## src/rtl/multibyte_add_seq.sv

```systemverilog
// Byte-serial adder: adds two NBYTES-wide operands one byte per clock and
// presents the sum, carry-out and signed overflow through a valid/ready handshake.
module multibyte_add_seq #(
    parameter int NBYTES = 4
) (
    input  logic                  clk,
    input  logic                  rst_n,
    input  logic                  in_valid,
    output logic                  in_ready,
    input  logic [8*NBYTES-1:0]   a,
    input  logic [8*NBYTES-1:0]   b,
    input  logic                  cin,
    output logic                  out_valid,
    input  logic                  out_ready,
    output logic [8*NBYTES-1:0]   sum,
    output logic                  cout,
    output logic                  ovf,
    output logic                  busy
);

    localparam int IDXW = $clog2(NBYTES) + 1;

    typedef enum logic [1:0] {
        ST_IDLE = 2'd0,
        ST_RUN  = 2'd1,
        ST_DONE = 2'd2
    } state_t;

    // Carry into bit 7 of a byte add, recovered from the operand and sum bits.
    function automatic logic carry_into_msb(input logic [7:0] x, input logic [7:0] y,
                                            input logic [7:0] s);
        return x[7] ^ y[7] ^ s[7];
    endfunction

    state_t                  r_state;
    state_t                  w_state_nx;
    logic [NBYTES-1:0][7:0]  r_a;
    logic [NBYTES-1:0][7:0]  r_b;
    logic [NBYTES-1:0][7:0]  r_sum;
    logic [IDXW-1:0]         r_idx;
    logic                    r_carry;
    logic                    r_cout;
    logic                    r_ovf;
    logic                    r_idle;
    logic                    r_out_valid;
    logic                    r_busy;
    logic [7:0]              w_a_byte;
    logic [7:0]              w_b_byte;
    logic [8:0]              w_byte_add;
    logic                    w_last;
    logic                    w_accept;

    // in_ready is forced low while reset is held, otherwise it is the registered idle flag.
    assign in_ready  = r_idle & rst_n;
    assign out_valid = r_out_valid;
    assign busy      = r_busy;
    assign sum       = r_sum;
    assign cout      = r_cout;
    assign ovf       = r_ovf;

    // Operand byte selection by compare, so an out-of-range index can never be used.
    always_comb begin
        w_a_byte = 8'h00;
        w_b_byte = 8'h00;
        for (int i = 0; i < NBYTES; i++) begin
            w_a_byte = (r_idx == IDXW'(i)) ? r_a[i] : w_a_byte;
            w_b_byte = (r_idx == IDXW'(i)) ? r_b[i] : w_b_byte;
        end
        w_byte_add = {1'b0, w_a_byte} + {1'b0, w_b_byte} + {8'h00, r_carry};
        w_last     = (r_idx == IDXW'(NBYTES - 1));
        w_accept   = in_valid & r_idle & rst_n;
    end

    // Next-state decode.
    always_comb begin
        w_state_nx = r_state;
        case (r_state)
            ST_IDLE: begin
                if (w_accept) begin
                    w_state_nx = ST_RUN;
                end else begin
                    w_state_nx = ST_IDLE;
                end
            end
            ST_RUN: begin
                if (w_last) begin
                    w_state_nx = ST_DONE;
                end else begin
                    w_state_nx = ST_RUN;
                end
            end
            ST_DONE: begin
                if (out_ready) begin
                    w_state_nx = ST_IDLE;
                end else begin
                    w_state_nx = ST_DONE;
                end
            end
            default: w_state_nx = ST_IDLE;
        endcase
    end

    // State register.
    always_ff @(posedge clk) begin
        if (!rst_n) begin
            r_state <= ST_IDLE;
        end else begin
            r_state <= w_state_nx;
        end
    end

    // Handshake and status flags, registered from the next state.
    always_ff @(posedge clk) begin
        if (!rst_n) begin
            r_idle      <= 1'b1;
            r_out_valid <= 1'b0;
            r_busy      <= 1'b0;
        end else begin
            r_idle      <= (w_state_nx == ST_IDLE);
            r_out_valid <= (w_state_nx == ST_DONE);
            r_busy      <= (w_state_nx != ST_IDLE);
        end
    end

    // Operand capture and one byte of the ripple add per RUN cycle.
    always_ff @(posedge clk) begin
        if (!rst_n) begin
            r_a     <= '0;
            r_b     <= '0;
            r_sum   <= '0;
            r_idx   <= '0;
            r_carry <= 1'b0;
            r_cout  <= 1'b0;
            r_ovf   <= 1'b0;
        end else begin
            case (r_state)
                ST_IDLE: begin
                    if (w_accept) begin
                        r_a     <= a;
                        r_b     <= b;
                        r_carry <= cin;
                        r_idx   <= '0;
                    end else begin
                        r_idx   <= r_idx;
                    end
                end
                ST_RUN: begin
                    for (int i = 0; i < NBYTES; i++) begin
                        if (r_idx == IDXW'(i)) begin
                            r_sum[i] <= w_byte_add[7:0];
                        end
                    end
                    r_carry <= w_byte_add[8];
                    if (w_last) begin
                        r_cout <= w_byte_add[8];
                        r_ovf  <= carry_into_msb(w_a_byte, w_b_byte, w_byte_add[7:0])
                                  ^ w_byte_add[8];
                        r_idx  <= '0;
                    end else begin
                        r_idx  <= r_idx + IDXW'(1);
                    end
                end
                default: begin
                    r_idx <= r_idx;
                end
            endcase
        end
    end

endmodule

```

## config.mk

```make
export PLATFORM = sky130hd
export DESIGN_NAME = multibyte_add_seq
export DESIGN_NICKNAME = d
export VERILOG_FILES = /design/src/rtl/multibyte_add_seq.sv
export SDC_FILE = /design/constraint.sdc
export NUM_CORES = 1
export LEC_CHECK = 0
export CORE_MARGIN = 1.5
export CORE_UTILIZATION = 46
export DETAILED_ROUTE_END_ITERATION = 10
export HOLD_SLACK_MARGIN = 0.06
export PLACE_DENSITY = 0.8
export SYNTH_ARGS = -nofsm -noshare
export SYNTH_HDL_FRONTEND = slang
export SYNTH_SLANG_ARGS = --single-unit
```

## constraint.sdc

```tcl
create_clock -name clk -period 4.2 [get_ports clk]
set_input_delay 0.84 -clock clk [delete_from_list [all_inputs] [get_ports clk]]
set_output_delay 0.84 -clock clk [all_outputs]
set_load 0.01 [all_outputs]
```

# Word-level counts from Yosys, hierarchy flattened
# Index checks and enable logic that the tools add are counted.
dict set report word_totals {
  latch_bits 0
  mem_bits_rw 0
  mem_bits_ro 0
  regBits 107
  out_inout_bits 37
  mem_count 0
  elab_cells 64
  input_bits 69
}
dict set report op_classes {
  multipliers 0
  magnitude_cmp 0
  n_eq_ne 7
  bitwise 6
  n_reduce_logical 11
  add_sub_neg 3
  div_mod_pow 0
  muxes 17
  shift 0
}
# op n
set ops {}
lappend ops {{8-bit 2-to-1 mux} 8}
lappend ops {{2-bit AND reduction} 6}
lappend ops {{8-bit by 8-bit adder with 9-bit output} 1}
lappend ops {{9-bit by 1-bit adder with 9-bit output} 1}
lappend ops {{3-bit by 2-bit equality test with 1-bit output (second input constant)} 2}
lappend ops {{3-bit 2-to-1 mux} 2}
lappend ops {{2-bit case mux with 3 select lines} 1}
lappend ops {{3-bit case mux with 2 select lines} 1}
lappend ops {{2-bit equality test (second input constant)} 2}
lappend ops {{2-bit zero test} 2}
lappend ops {{2-bit 2-to-1 mux} 2}
lappend ops {{2-bit nonzero test} 2}
lappend ops {{3-bit by 1-bit adder with 3-bit output (second input constant)} 1}
lappend ops {{1-bit AND} 3}
lappend ops {{3-bit by 1-bit equality test with 1-bit output (second input constant)} 1}
lappend ops {{3-bit zero test} 1}
lappend ops {{1-bit bitwise XOR} 3}
lappend ops {{2-bit by 1-bit equality test with 1-bit output (second input constant)} 1}
lappend ops {{1-bit 2-to-1 mux} 2}
lappend ops {{2-bit inequality test (second input constant)} 1}
lappend ops {{1-bit case mux with 2 select lines} 1}

# Longest topological paths before layout
dict set report depth {
  depth_word 9
  ltp_mapped 15
  ltp_nobuf 14
}

# Worst setup path before layout
# OpenSTA, ideal clock, no wires.
dict set report synth_path {
  kind {reg2reg}
  from {register r_idx[0]}
  to {register r_sum, in the netlist sum[22]}
  t_required_ps 4067
  setup_slack_ps 997
  arrival_ps 3070
  setup_time_ps 133
  n_path_buf 2
  synth_period_minus_slack_ps 3203
  path_stages_with_launch 16
  cell_sequence {dfxtp_1 -> inv_1 -> ha_1 -> nor2b_1 -> clkbuf_1 -> clkbuf_1 -> a221oi_1 -> nor3_1 -> a21oi_1 -> fa_1 -> fa_1 -> nand2b_1 -> a21oi_1 -> a31oi_1 -> xor2_1 -> o22ai_1}
}
dict set report synth_via {
  elab_chain_len 7
  elab_cells_between_ends 15
  cone_classes {2 x add/sub; 3 x eq/ne; 8 x mux; 2 x reduce/logical}
}
# element line
set synth_rtl {}
lappend synth_rtl {{start, declared} 40} ;# logic [IDXW-1:0] r_idx;
lappend synth_rtl {{start signal, assigned} 144} ;# r_idx <= r_idx;
lappend synth_rtl {{start signal, assigned} 160} ;# r_idx <= r_idx + IDXW'(1);
lappend synth_rtl {{start signal, assigned} 164} ;# r_idx <= r_idx;
lappend synth_rtl {{3-bit zero test} {66, 67}}
lappend synth_rtl {{8-bit 2-to-1 mux, on equally long branches (4 in a row)} {66, 67}}
lappend synth_rtl {{8-bit by 8-bit adder with 9-bit output} 69} ;# w_byte_add = {1'b0, w_a_byte} + {1'b0, w_b_byte} + {8'h00, r_carry};
lappend synth_rtl {{9-bit by 1-bit adder with 9-bit output} 69}
lappend synth_rtl {{end signal, assigned by index} 150} ;# r_sum[i] <= w_byte_add[7:0];
lappend synth_rtl {{end, declared} 39} ;# logic [NBYTES-1:0][7:0] r_sum;
# Parallel ways exist; a longest one is shown, timed or not.
# A chain may end at the register's enable or synchronous reset.

# Final worst setup path
# Same ends and word-level chain as after synthesis.

==> flow_summary.yaml <==
clock_network:
  cts_root_buf: "clkbuf_8"
  htree_levels: 3
  post_cts_buffers: 0
  clk_pin_slew_worst_paths_ns: 0.10
  cts_sinks: 107
  postCtsHoldBufs: 0
  cts_tree: "built"
  cts_buffers: 9
  insertion_delay_ns: 0.37
  cts_resized: 0
  cts_buffer_depth: 2
place:
  place_worst_setup_slack_ns: 0.475
  dp_hpwl_um: 8520
  port_buffers: 105
  gp_congestion: 0.867
synthesis:
  ys_ff_latch: 107
  yosys_warnings: 0
  syn-cell-area_um2: 4780
  avgSynthCellArea_um2: 8.29
  synth_ff_type: "dfxtp_1"
  synthDistinctLibCells: 42
  synth-edff-count: 0
  synthArstFlopShare_pct: 0
  ys_seq_area_share_pct: 44.8
  syn_nets: 658
  synthCells: 576
sta:
  setup_viol: 0
  worst_pin_slew_ns: 1.02
  rsz0062_at_grt: "no"
  fin_ws_ns: 0.382
  max_freq_mhz: 262
  finalClockSkew_ns: 0.0124
  min_period_ns: 3.82
  hold_violations: 0
  slew_viol_final: 0
  whs_ns: 0.468
  fin_crit_sh_pct: 90.9
  fin_setup_tns_ns: 0
  slew-limit-headroom_pct: 32.0
global_route:
  grt_max_degree: 110
  grtUsageTotal_pct: 21.0
  grt_pass1_vias: 3989
  overflow: 0
  antenna_found_initial: 0
  grt_pass1_wl_um: 18600
critical_path:
  start_kind: "register"
  required_ns: 4.42
  crit_type: "reg2reg"
  arrival_ns: 4.04
  cp_top_family: "simple AND/OR/NAND/NOR gates"
  reg2reg_to: "sum[22]"
  crit-reg2reg-launch: "r_idx[0]"
  worstPathMaxFanout: 16
  endpoint_kind: "register"
  r2r_cells: 14
  rrSetupSlack_ns: 0.38
  crit_path_top_delay_cell: "nor2_2"
  critPathMaxStageDelay_ns: 0.59
  crit_buf_inv: 1
  crit_chain: "inv_1 > ha_1 > nand2b_1 > nor2_2 > a221oi_1 > nor3_1 > a21oi_1 > fa_1 > fa_1 > nand2b_1 > a21oi_1 > a31oi_1 > xor2_1 > o22ai_1"
die:
  coreArea_um2: 10200
  rows: 37
  die_width_um: 105
  die_y_um: 105
  ios: 106
  dieArea_um2: 11000
  start_util_pct: 46.9
pwr:
  p_per_area_nw_per_um2: 333
  power_frac_seq_pct: 53.3
  clkPwrFrac_pct: 32.3
  leakagePower_nw: 2.30
  p_sw_share_pct: 26.7
  combPwrFrac_pct: 14.4
  internal_power_mw: 1.48
  p_total_mw: 2.02
  ir_drop_v: 0.000165
  p_sw_mw: 0.540
min_path:
  min_path_cells: 2
  hold_class: "reg2reg"
  hold_end: "r_b[23]"
  min-delay-start: "r_b[23]"
detailed_routing:
  vias_per_cell: 5.25
  finalWirelength_um: 11500
  drtAntennaViolNets: 0
  drt_iter0_drc: 228
  via_count: 4187
  drt-pass1-iter-count: 4
  wl_per_cell_um: 14.5
  drc: 0
job:
  maxCapViolations: 0
cells_and_area:
  num_antenna_cells: 0
  syn2layout_area_growth_pct: 27.2
  n_fill_cell: 901
  final_core_util_pct: 59.7
  drive_gt1_share_pct: 4.69
  nets: 738
outcome:
  status: "completed"
state kept, by name, indices dropped and copies added, names as in the netlist:
signal / flops
r_a: 32
r_b: 32
sum: 32
r_idx: 3
r_state: 2
busy: 1
cout: 1
out_valid: 1
ovf: 1
r_carry: 1
r_idle: 1
tightest hold or removal path, cell delays in order (launching register included):
cell and delay [ns]:
dfxtp_1 0.32, nand2_1 0.04, a21boi_0 0.06
routing by layer:
layer / track usage, % / vias up / wire (um) / part of all wire (%)
met5: 0 / - / 0 / 0
li1: - / 2119 / - / -
met4: 6.46 / 0 / 198 / 1.7
met3: 3.99 / 14 / 465 / 4.0
met2: 36.2 / 103 / 5500 / 48
met1: 26.6 / 1951 / 5380 / 47
cell families (layout without fill, tap and decap cells):
family | count (synthesis) | after routing | share of synthesized area (%)
simple gates | 226 | 226 | 19.6
compound gates | 174 | 174 | 25.9
flops | 107 | 107 | 44.8
buf+inv | 49 | 134 | 4.45
fa+ha+maj | 13 | 13 | 3.72
xor+xnor | 5 | 5 | 1.07
mux | 2 | 2 | 0.419
cells in the mapped netlist (6+ instances only):
cell type | instances | area share (%)
a21boi_0 | 79 | 12
nand3_1 | 12 | 1.3
a221o_1 | 12 | 2.5
dfxtp_1 | 107 | 45
o211a_1 | 10 | 2.1
nor2_1 | 10 | 0.79
o21ai_0 | 39 | 4.1
nor2b_1 | 7 | 0.92
nand2_1 | 175 | 14
a21oi_1 | 11 | 1.2
ha_1 | 11 | 2.9
clkbuf_1 | 32 | 2.5
buf_4 | 6 | 0.94
area by class of cell:
type | instances | area (um2) | area share, %
multi-input combinational | 420 | 2430 | 40.0
clock inverter | 7 | 83.8 | 1.38
tap | 136 | 170 | 2.80
clock buffer | 9 | 124 | 2.04
sequential | 107 | 2140 | 35.3
timing repair buffer | 113 | 1110 | 18.2
inverter | 5 | 18.8 | 0.309
power by group through the flow:
stage	registers [mW]	logic, mW	clock network [mW]
final	1.08	0.292	0.652
after global routing	1.08	0.321	0.699
after CTS	1.08	0.291	0.659
after detailed placement	1.10	0.290	0
after global placement	1.10	0.283	0
after floorplan	1.10	0.168	0
placed cells by master, fill, tap and decap left out, types with 10 or more instances in the layout:
cell | synthesis | layout
ha_1 | 11 | 11
nand3_1 | 12 | 11
a221o_1 | 12 | 12
nand2_1 | 175 | 175
nor2_1 | 10 | 10
o211a_1 | 10 | 10
a21boi_0 | 79 | 79
clkdlybuf4s50_1 | 0 | 104
dfxtp_1 | 107 | 107
a21oi_1 | 11 | 11
o21ai_0 | 39 | 39
how the worst max path moves through the flow:
stage	from	endpoint	depth (start not counted)
floorplan	r_idx[0]	sum[22]	15
global route	r_idx[0]	sum[6]	14
finish	r_idx[0]	sum[22]	14
detailed placement	r_idx[0]	sum[6]	14
CTS	r_idx[0]	sum[22]	14
global placement	r_idx[0]	sum[6]	14
stage by stage:
stage	cells	instance area, um2
2_1_floorplan	576	4780
3_3_place_gp	781	5870
3_5_place_dp	781	5870
4_1_cts	797	6080
5_1_grt	797	6080
6_report	797	6080
Note: power is estimated with default switching activity, not from simulation.
